`src/rtl/ex_mem_pkg.sv`:
```
// Shared types for the execute/memory pipeline boundary: buffered entry layout,
// boundary FSM states and the "no trap" cause value.
package ex_mem_pkg;

    localparam int XLEN = 64;
    localparam logic [4:0] CAUSE_NONE = 5'd0;

    typedef enum logic [1:0] {
        RUN,
        DRAIN,
        WFI
    } ex_mem_state_e;

    typedef struct packed {
        logic [XLEN-1:0] pc;
        logic [4:0]      rd;
        logic [XLEN-1:0] result;
        logic [XLEN-1:0] data2;
        logic [XLEN-1:0] tval;
        logic [4:0]      cause;
        logic            load;
        logic            store;
    } ex_entry_t;

endpackage

```
`src/rtl/skid_buf2.sv`:
```
// Generic two-entry FIFO skid buffer with a registered input ready.
// The owner gates acceptance for the next cycle through in_allow.
module skid_buf2 #(
    parameter type T = logic [7:0]
) (
    input  logic clk,
    input  logic rst_n,
    input  logic flush,
    input  logic in_valid,
    input  logic in_allow,
    output logic in_ready,
    input  T     in_data,
    output logic out_valid,
    input  logic out_ready,
    output T     out_data,
    output logic empty
);

    T     head_q, head_d;
    T     skid_q, skid_d;
    logic head_valid_q, head_valid_d;
    logic skid_valid_q, skid_valid_d;
    logic in_ready_q, in_ready_d;
    logic push, pop;

    assign push = in_valid && in_ready_q && !flush;
    assign pop  = head_valid_q && out_ready;

    always_comb begin
        head_d       = head_q;
        skid_d       = skid_q;
        head_valid_d = head_valid_q;
        skid_valid_d = skid_valid_q;
        if (flush) begin
            head_valid_d = 1'b0;
            skid_valid_d = 1'b0;
        end else begin
            if (pop) begin
                head_valid_d = skid_valid_q;
                head_d       = skid_valid_q ? skid_q : head_q;
                skid_valid_d = 1'b0;
            end
            // Push lands in the head whenever the head is (or becomes) free.
            if (push) begin
                if (!head_valid_d) begin
                    head_d       = in_data;
                    head_valid_d = 1'b1;
                end else begin
                    skid_d       = in_data;
                    skid_valid_d = 1'b1;
                end
            end
        end
        in_ready_d = !skid_valid_d && in_allow;
    end

    always_ff @(posedge clk or negedge rst_n) begin
        if (!rst_n) begin
            head_q       <= '0;
            skid_q       <= '0;
            head_valid_q <= 1'b0;
            skid_valid_q <= 1'b0;
            in_ready_q   <= 1'b1;
        end else begin
            head_q       <= head_d;
            skid_q       <= skid_d;
            head_valid_q <= head_valid_d;
            skid_valid_q <= skid_valid_d;
            in_ready_q   <= in_ready_d;
        end
    end

    assign in_ready  = in_ready_q;
    assign out_valid = head_valid_q;
    assign out_data  = head_q;
    assign empty     = !head_valid_q;

endmodule

```
`src/rtl/ex_mem_stage.sv`:
```
// EX/MEM pipeline boundary: two-entry skid buffer plus the RUN/DRAIN/WFI FSM
// that issues one-cycle fetch redirects for traps, taken branches and WFI wake-up.
module ex_mem_stage
    import ex_mem_pkg::*;
#(
    parameter logic [XLEN-1:0] RESET_PC = 64'h8000_0000
) (
    input  logic            clk,
    input  logic            rst_n,
    input  logic            ex_valid,
    output logic            ex_ready,
    input  logic [XLEN-1:0] ex_pc,
    input  logic [XLEN-1:0] ex_result,
    input  logic [XLEN-1:0] ex_data2,
    input  logic [XLEN-1:0] ex_tval,
    input  logic [4:0]      ex_rd,
    input  logic            ex_load,
    input  logic            ex_store,
    input  logic            ex_wfi,
    input  logic [4:0]      ex_cause,
    input  logic            ex_bj_en,
    input  logic [XLEN-1:0] ex_bj_pc,
    output logic            mem_valid,
    input  logic            mem_ready,
    output logic [XLEN-1:0] mem_pc,
    output logic [XLEN-1:0] mem_result,
    output logic [XLEN-1:0] mem_data2,
    output logic [XLEN-1:0] mem_tval,
    output logic [4:0]      mem_rd,
    output logic            mem_load,
    output logic            mem_store,
    output logic [4:0]      mem_cause,
    input  logic [XLEN-1:0] trap_vec,
    input  logic            trap_done,
    input  logic            irq_pending,
    input  logic            flush,
    output logic            redirect_valid,
    output logic [XLEN-1:0] redirect_pc
);

    localparam logic [XLEN-1:0] PC_STEP = 4;

    ex_mem_state_e   state_q, state_d;
    logic            redirect_valid_q, redirect_valid_d;
    logic [XLEN-1:0] redirect_pc_q, redirect_pc_d;
    logic [XLEN-1:0] wfi_pc_q, wfi_pc_d;
    ex_entry_t       ex_entry, mem_entry;
    logic            accept, buf_empty, wake;

    always_comb begin
        ex_entry        = '0;
        ex_entry.pc     = ex_pc;
        ex_entry.rd     = ex_rd;
        ex_entry.result = ex_result;
        ex_entry.data2  = ex_data2;
        ex_entry.tval   = ex_tval;
        ex_entry.cause  = ex_cause;
        ex_entry.load   = ex_load;
        ex_entry.store  = ex_store;
    end

    assign accept = ex_valid && ex_ready && !flush && (state_q == RUN);
    assign wake   = (state_q == WFI) && buf_empty && irq_pending;

    skid_buf2 #(.T(ex_entry_t)) u_buf (
        .clk       (clk),
        .rst_n     (rst_n),
        .flush     (flush),
        .in_valid  (ex_valid),
        .in_allow  (state_d == RUN),
        .in_ready  (ex_ready),
        .in_data   (ex_entry),
        .out_valid (mem_valid),
        .out_ready (mem_ready),
        .out_data  (mem_entry),
        .empty     (buf_empty)
    );

    always_ff @(posedge clk or negedge rst_n) begin
        if (!rst_n) state_q <= RUN;
        else        state_q <= state_d;
    end

    // trap_done is only honoured once already in DRAIN, never on the entry cycle.
    always_comb begin
        state_d = state_q;
        if (flush) begin
            state_d = RUN;
        end else begin
            case (state_q)
                RUN: begin
                    if (accept) begin
                        if (ex_cause != CAUSE_NONE)  state_d = DRAIN;
                        else if (!ex_bj_en && ex_wfi) state_d = WFI;
                    end
                end
                DRAIN:   if (trap_done) state_d = RUN;
                WFI:     if (wake)      state_d = RUN;
                default: state_d = RUN;
            endcase
        end
    end

    always_comb begin
        redirect_valid_d = 1'b0;
        redirect_pc_d    = redirect_pc_q;
        wfi_pc_d         = wfi_pc_q;
        if (!flush) begin
            if (accept) begin
                if (ex_cause != CAUSE_NONE) begin
                    redirect_valid_d = 1'b1;
                    redirect_pc_d    = trap_vec;
                end else if (ex_bj_en) begin
                    redirect_valid_d = 1'b1;
                    redirect_pc_d    = ex_bj_pc;
                end else if (ex_wfi) begin
                    wfi_pc_d = ex_pc;
                end
            end else if (wake) begin
                redirect_valid_d = 1'b1;
                redirect_pc_d    = wfi_pc_q + PC_STEP;
            end
        end
    end

    always_ff @(posedge clk or negedge rst_n) begin
        if (!rst_n) begin
            redirect_valid_q <= 1'b0;
            redirect_pc_q    <= RESET_PC;
            wfi_pc_q         <= '0;
        end else begin
            redirect_valid_q <= redirect_valid_d;
            redirect_pc_q    <= redirect_pc_d;
            wfi_pc_q         <= wfi_pc_d;
        end
    end

    assign redirect_valid = redirect_valid_q;
    assign redirect_pc    = redirect_pc_q;
    assign mem_pc         = mem_entry.pc;
    assign mem_result     = mem_entry.result;
    assign mem_data2      = mem_entry.data2;
    assign mem_tval       = mem_entry.tval;
    assign mem_rd         = mem_entry.rd;
    assign mem_load       = mem_entry.load;
    assign mem_store      = mem_entry.store;
    assign mem_cause      = mem_entry.cause;

endmodule

```
`config.mk`:
```
export PLATFORM = sky130hd
export DESIGN_NAME = ex_mem_stage
export DESIGN_NICKNAME = d
export VERILOG_FILES = /design/src/rtl/ex_mem_pkg.sv /design/src/rtl/skid_buf2.sv /design/src/rtl/ex_mem_stage.sv
export SDC_FILE = /design/constraint.sdc
export NUM_CORES = 1
export LEC_CHECK = 0
export ABC_AREA = 1
export CELL_PAD_IN_SITES_DETAIL_PLACEMENT = 1
export CELL_PAD_IN_SITES_GLOBAL_PLACEMENT = 1
export CORE_MARGIN = 2
export CORE_UTILIZATION = 37
export DETAILED_ROUTE_END_ITERATION = 6
export PLACE_DENSITY_LB_ADDON = 0.08
export SLEW_MARGIN = 40
export SYNTH_ARGS = -nofsm -noshare
export SYNTH_HDL_FRONTEND = slang
export SYNTH_HIERARCHICAL = 1
export SYNTH_SLANG_ARGS = --single-unit
```
`constraint.sdc`:
```
create_clock -name clk -period 2.6 [get_ports clk]
set_clock_uncertainty 0.2 [all_clocks]
set_input_delay 0.39 -clock clk [delete_from_list [all_inputs] [get_ports clk]]
set_output_delay 0.39 -clock clk [all_outputs]
set_load 0.01 [all_outputs]
```
==> results of run 1 <==
## kinds of logic (layout without fill, tap and decap cells)
kind of cell               after synthesis  in the layout
AOI/OAI and AO/OA                      437            437
xor gates and xnor gates                15             15
and+or+nand+nor                       3035           3035
adders and majority gates                1              1
buffers and inverters                 1212           1884
other                                    0              7
DFF                                    670            670
## area by class of cell
| cell class | count | area (um^2) |
|---|---|---|
| multi-input combinational | 3488 | 15700 |
| fill | 12435 | 50600 |
| antenna | 7 | 17.5 |
| clock buffer | 123 | 2490 |
| timing repair buffer | 875 | 9280 |
| tap | 1298 | 1620 |
| sequential | 670 | 16800 |
| inverter | 859 | 3230 |
| clock inverter | 27 | 318 |
## routing by layer
| metal | vias to the layer above | GRT usage | routed length [um] |
|---|---|---|---|
| li1 | 17834 | - | - |
| met1 | 18588 | 0.384 | 66900 |
| met2 | 932 | 0.476 | 71600 |
| met3 | 255 | 0.0543 | 8460 |
| met4 | 36 | 0.107 | 5400 |
| met5 | - | 0 | 267 |
## critical path, delay by kind of cell (launching register included)
kind / cells / cell delay [ps]
buffers and inverters: 2 / 780
DFF: 1 / 400
## stage by stage
stage	setup slack, ps	hold WS [ps]
after floorplan	529	-106
after global placement	-238	156
after detailed placement	-280	149
after CTS	103	36.0
after global routing	58.5	79.2
final	185	46.1
## report_power, final
group / switching (mW) / total, mW / internal (mW)
logic: 4.99 / 9.32 / 4.34
clock network: 4.87 / 12.1 / 7.22
registers: 1.45 / 14.1 / 12.7
total: 11.3 / 35.5 / 24.2
## state kept, by name, indices dropped and copies added (netlist names)
signal,flops
u_buf/in_ready,1
redirect_pc,64
u_buf/skid_q,268
redirect_valid,1
u_buf/out_data,268
u_buf/out_valid,1
wfi_pc_q,64
state_q,2
u_buf/skid_valid_q,1
## layout by cell type (no fill, tap or decap), drive strengths merged
| master | netlist | layout |
|---|---|---|
| a21boi | 41 | 41 |
| a21oi | 150 | 150 |
| and2 | 1 | 1 |
| buf | 233 | 136 |
| bufinv | 0 | 6 |
| clkbuf | 120 | 123 |
| clkdlybuf4s50 | 0 | 736 |
| clkinv | 0 | 15 |
| clkinvlp | 0 | 1 |
| dfrtp | 668 | 668 |
| dfstp | 2 | 2 |
| diode | 0 | 7 |
| dlygate4sd3 | 0 | 3 |
| ha | 1 | 1 |
| inv | 859 | 864 |
| nand2 | 1844 | 1844 |
| nand3 | 607 | 607 |
| nand3b | 85 | 85 |
| nand4 | 190 | 190 |
| nor2 | 306 | 306 |
| o211ai | 4 | 4 |
| o21a | 24 | 24 |
| o21ai | 204 | 204 |
| o21bai | 14 | 14 |
| or2 | 2 | 2 |
| xnor2 | 7 | 7 |
| xor2 | 8 | 8 |
## worst max path at each step
stage | endpoint | from | slack (ps)
after floorplan | redirect_pc[7] | u_buf/out_valid | 530
after global placement | wfi_pc_q[26] | ex_cause[0] | -240
after detailed placement | wfi_pc_q[49] | ex_cause[0] | -280
after CTS | redirect_pc[30] | wfi_pc_q[2] | 100
after global routing | redirect_pc[63] | wfi_pc_q[28] | 60
final | mem_valid | u_buf/out_valid | 190
## timing repair
item / CTS / global route
buffers inserted: 1 / 0
gates cloned: 0 / 0
hold buffers: 3 / 0
setup endpoints to repair: 1 / 8
hold endpoints to repair: 474 / 0
resized for setup: 0 / 5
==> run summary, run 1 <==
The setup slack of the most critical reg-to-reg path came out at ~200 ps. The total number of nets in the final design is 6383. Dividing the detail-routed wire length by the instance count gives around 21 um.

The initial antenna violation count is 28. Entering global routing, the biggest net connects 125 pins. The number of vias in the routed layout is between 30000 and 40000.

The post-route fraction of the period consumed by the critical path is 0.929. Dividing the detail-routed via count by the number of cells gives roughly 5. The worst hold-check path type is input pin to async pin. The CTS tree is yes. The count of state elements after synthesis is 670. The flip-flop cell with the highest count after synthesis is sky130_fd_sc_hd__dfrtp_1.

The number of sinks handled by clock tree synthesis came out at 670. During synthesis, Yosys emitted a total of 6 warnings. The critical path goes through buf_4 > clkdlybuf4s50_1. The transition time of the tightest slew-check pin came out at between 700 and 800 ps. The clock slew at the register clock pins of the worst setup and hold paths is 60 ps. The worst setup path is captured at an output port. The shortest clock period the worst path allows after layout is 2410 ps. The number of standard-cell rows in the floorplan is between 100 and 150.

Yosys mapped a number of flops with a built-in enable equal to 0. After synthesis the cells add up to 0.0373 mm^2. The area fraction in and, or, nand and nor cells after synthesis came out at 0.350. The number of hold violations in the final report is 0. The fraction of the yosys area taken by sequential cells came out at 0.450. The cell area after layout came out at 0.0494 mm^2. The portion of synthesized area spent on multiplexers is 0. Setup repair after global routing left no endpoint under its margin. In the synthesized netlist, the number of instances is 5370. The number of search-and-repair iterations in the first detailed-routing pass is 5. The number of global-route vias before repair came out at 38316. The final setup violation count came out at 0. The number of H-tree branching levels came out at 3. The sort of element at the start of the critical path is a register. Measured against its own limit, the worst slew margin works out to 0.486. Along the worst path, the maximum fanout reaches 13. The top achievable clock speed came out at around 410 MHz. The adder and majority cell fraction of the synthesized area is 0.000336. The depth of the worst register-to-register path is 9.

The final wirelength is 153000 um. The largest vdd supply drop is 0.427 mV. The overall power came out at 35.5 mW. The startpoint of the worst register-to-register path is wfi_pc_q[28]. After synthesis, the largest family of logic cells by area is simple AND/OR/NAND/NOR gates. Ranked by total cell area, the synthesized netlist is headed by sky130_fd_sc_hd__dfrtp_1, sky130_fd_sc_hd__nand2_1, sky130_fd_sc_hd__inv_1, sky130_fd_sc_hd__nand3_1, sky130_fd_sc_hd__nand4_1. In this run the static leakage power is 25.6 nW. The post-synthesis area per instance came out at around 6.9 um^2. The number of nets in the synthesized netlist is 5776. The cell type contributing the most total cell area after synthesis is sky130_fd_sc_hd__dfrtp_1. The die covers 0.103 mm^2. The area added between synthesis and finish is 32.6%. At the worst endpoint, the arrival time is 1820 ps. The detailed placer's ending HPWL came out at 106000 um.

The finished layout holds between 7000 and 8000 standard cells, fillers aside. The synthesized-area fraction occupied by ao, oa, aoi and oai cells is 0.0643. Of the post-synthesis cell area, the dominant cell type holds 0.449. The distinct cell type count after synthesis came out at 34. The starting density of the core is 0.373.

In the synthesized netlist, the cells that appear most often are sky130_fd_sc_hd__nand2_1, sky130_fd_sc_hd__inv_1, sky130_fd_sc_hd__dfrtp_1. For this run, asynchronously set or reset flops after synthesis account for 1.00. The max-cap check violation count is 0. The flow ran to the end, and the final reports show no timing, DRC or antenna violations. The wire length of the first global-routing pass came out at 234000 um. The slowest stage of the critical path belongs to the cell sky130_fd_sc_hd__clkdlybuf4s50_1.

After detailed routing, the number of remaining DRC violations is 0. The total routing usage reported by global routing came out at 0.291. sky130_fd_sc_hd__nand2_1 is the most common cell in the netlist.

The maximum single-stage delay on the critical path came out at about 570 ps. The required time reported for the critical path endpoint is 2010 ps. The power per standard cell area is 719 mW/mm^2.

The final core utilization came out at 0.494. The core footprint is 0.100 mm^2. The clock latency on the worst-skew pair came out at 660 ps. The overall die width is 321 um.

The total of buffers placed on input and output ports came out at roughly 740. The area after detailed placement came out at 0.0465 mm^2. The vertical die dimension is 321 um. The congestion estimate from routability-driven global placement came to 0.916. Of the total synthesized cell area, the portion taken by XOR and XNOR cells is 0.00353.

The top-level port count is 740. The largest buffer count on any clock path is 3. The setup TNS after final layout came out at 0 ps. Buffers inserted during clock tree synthesis total 83. In the final layout, the share of cells above drive strength 1 is 0.0511. Clock tree synthesis selected as its root buffer the cell sky130_fd_sc_hd__clkbuf_16.

The detail route stage leaves a number of antenna-violating nets equal to 0. The endpoint identified for the worst register-to-register timing path is redirect_pc[63]. The count of final max-slew check failures came out at 0. In this run, the number of DRC markers left after iteration 0 of detailed routing was 2442. The category of the critical setup timing path is register to output port.

The post-placement cell count came out at 7186. Global routing finished with a remaining overflow of 0.
Note: power is estimated with default switching activity, not from simulation.
==> run 2, diff against run 1 <==
Settings changed: GPL_ROUTABILITY_DRIVEN from default to 0.
==> run 2 against run 1 <==
Effect of this change: worst hold slack better by 51 ps; cell count unchanged; non-clock buffer count up 3; critical endpoint unchanged.
==> run summary, run 2 (synthesized netlist as in run 1, its figures left out) <==
The flow ran to the end, and the final reports show no timing, DRC or antenna violations. In the layout the commonest cells are sky130_fd_sc_hd__nand2_1, sky130_fd_sc_hd__inv_1, sky130_fd_sc_hd__clkdlybuf4s50_1, sky130_fd_sc_hd__dfrtp_1, sky130_fd_sc_hd__nand3_1. The number of filler instances in the final layout came out at 12472.

The power per standard cell area is 710 mW/mm^2. The root buffer cell chosen for the clock tree is sky130_fd_sc_hd__clkbuf_16. The critical path goes through buf_4 > clkdlybuf4s50_1.

The clock buffer count from CTS came out at 81. The number of H-tree branching levels is 3. The count of final max-slew check failures is 0. STA classifies the critical path endpoint as an output port. At the worst endpoint, the arrival time is 1870 ps. The total number of nets in the final design is approximately 6400.

The post-placement cell count came out at approximately 7200. The final antenna-violating net count came out at 0. TritonCTS built the clock tree. STA classifies the critical path startpoint as a register. The worst path in the final design needs a cycle of 2460 ps, including I/O delays and setup.

The portion of total power attributed to sequential cells came out at 0.405. The leakage power came out at about 25 nW. The via count normalized by instance count came out at 5.14. Setup repair after global routing left no endpoint under its margin. Along the worst path, the maximum fanout reaches 13. The share of power burned in the clock network came out at 0.329. The number of sinks handled by clock tree synthesis is 670. At the worst endpoint, the required time is 2010 ps. Final hold analysis gives a worst-case slack of 97.0 ps.

Leaving out fill and tap cells, the most frequent cell in the layout is sky130_fd_sc_hd__nand2_1. The number of remaining DRC errors is 0. The overall die width came out at 321 um. The min-delay analysis places its worst path in the category input pin to register.

The reported net switching power came out at roughly 11 mW. The final setup violation count came out at 0. The clock passes through at most 3 buffers.

The number of hold violations in the final report came to 0. The maximum number of pins on one net before global-route repair is around 130. The largest vdd supply drop is 0.593 mV. The number of search-and-repair iterations in the first detailed-routing pass came out at 6. The cell area after layout is 0.0493 mm^2.

At the pin with the least slew margin, the transition time is 878 ps. The first global-routing pass estimated 234000 um of wire. The total of buffers placed on input and output ports is 739. The post-route non-filler standard cell count is roughly 7300. The number of standard-cell rows in the floorplan came out at 116. The share of total power dissipated in combinational logic is 0.266. The fraction of layout instances using a drive strength above 1 came out at 0.0487.

The number of global-route vias before repair was 38299. The detailed placer's ending HPWL came out at 105000 um. The top-level port count came out at between 700 and 800. The worst setup path is of the register to output port kind. The worst pin sits at a relative slew slack of 0.415.

Summing over every cut layer, the via total after detailed routing is 37741. The core footprint came out at 0.100 mm^2. Clock-pin slew was measured on the worst setup and hold paths at 60 ps. The top achievable clock speed came out at slightly above 400 MHz. The average wire length per cell after detail routing came out at 20.9 um. The area of the die came out at 0.103 mm^2. The total grt overflow is 0. Max-cap violations in this run came to 0.

The area added between synthesis and finish is 32.2%. The initial antenna violation count is 28. The total routing usage reported by global routing is 0.292.

The starting density of the core is 0.373. The clock latency on the worst-skew pair came out at 680 ps. The area after detailed placement came out at 0.0465 mm^2. The maximum single-stage delay on the critical path came out at 570 ps.

Among all stages on the critical path, the largest delay is contributed by sky130_fd_sc_hd__clkdlybuf4s50_1. The violation count after the first detailed-route iteration is 2600. The vertical die dimension is 321 um. The final wirelength came out at between 150000 and 200000 um. The switching portion of total power is 0.325. Of the available clock period, the critical path in the final layout requires 0.945. The internal power is roughly 24 mW.
[run 2: changes by cell type in the layout (fill, tap and decap cells not counted), moves of 2 or more]
cell	previous run	this run
sky130_fd_sc_hd__bufinv_16	6	3
sky130_fd_sc_hd__inv_6	4	0
sky130_fd_sc_hd__clkbuf_1	16	27
sky130_fd_sc_hd__clkinv_2	15	11
sky130_fd_sc_hd__clkbuf_16	85	81
sky130_fd_sc_hd__clkbuf_8	22	17
sky130_fd_sc_hd__buf_4	64	66
sky130_fd_sc_hd__buf_6	4	2
sky130_fd_sc_hd__clkinv_8	0	5
[run 2: layer usage]
| layer | track usage | wire length (um) | vias up |
|---|---|---|---|
| li1 | - | - | 17837 |
| met1 | 0.388 | 66700 | 18626 |
| met2 | 0.476 | 72500 | 986 |
| met3 | 0.0526 | 8150 | 258 |
| met4 | 0.105 | 5550 | 34 |
| met5 | 0 | 216 | - |
[run 2: worst paths after layout]
path	depth (start not counted)	start	slack, ps	end
setup / recovery	2	u_buf/out_valid	140	mem_valid
hold / removal	3	ex_tval[45]	100	u_buf/skid_q[52]
setup reg to reg	8	wfi_pc_q[30]	190	redirect_pc[59]
hold reg to reg	2	redirect_pc[2]	280	redirect_pc[2]
max in group asynchronous	3	rst_n	1200	wfi_pc_q[18]
min in group asynchronous	2	rst_n	210	redirect_pc[31]
[run 2: power by group through the flow]
stage | clock network, mW | registers (mW) | logic, mW
floorplan | 0 | 14.3 | 4.21
global placement | 0 | 14.2 | 9.07
detailed placement | 0 | 14.3 | 9.31
CTS | 11.8 | 14.2 | 9.40
finish | 11.5 | 14.2 | 9.30
global route | 12.2 | 14.4 | 10.4
[run 2: area by class of cell]
class	instances	area, um^2	share of cell area
clock inverter	22	288	0.00584
timing repair buffer	878	9310	0.189
multi-input combinational	3488	15700	0.318
clock buffer	125	2360	0.0480
tap	1298	1620	0.0330
antenna	7	17.5	0.000356
inverter	859	3230	0.0656
sequential	670	16800	0.341
[run 2: repair_timing]
item	CTS	global route
pin swaps	0	0
resized for setup	0	1
setup buffers	1	0
endpoints found under the hold margin	461	0
hold buffers	5	0
setup endpoints to repair	1	1
[run 2: critical path, delay by kind of cell (launching register included)]
kind | cells | cell delay, ps
buf+inv | 2 | 790
flops | 1 | 400
[run 2: metrics by stage]
| step | worst slack, ps | TNS [ps] | utilization | total power [mW] |
|---|---|---|---|---|
| 2_1_floorplan | 529 | 0 | - | 18.5 |
| 3_3_place_gp | 23.3 | 0 | 0.465 | 23.3 |
| 3_5_place_dp | -30.9 | -198 | 0.465 | 23.6 |
| 4_1_cts | 101 | 0 | 0.492 | 35.4 |
| 5_1_grt | 37.1 | 0 | 0.493 | 37.0 |
| 6_report | 144 | 0 | 0.493 | 35.0 |
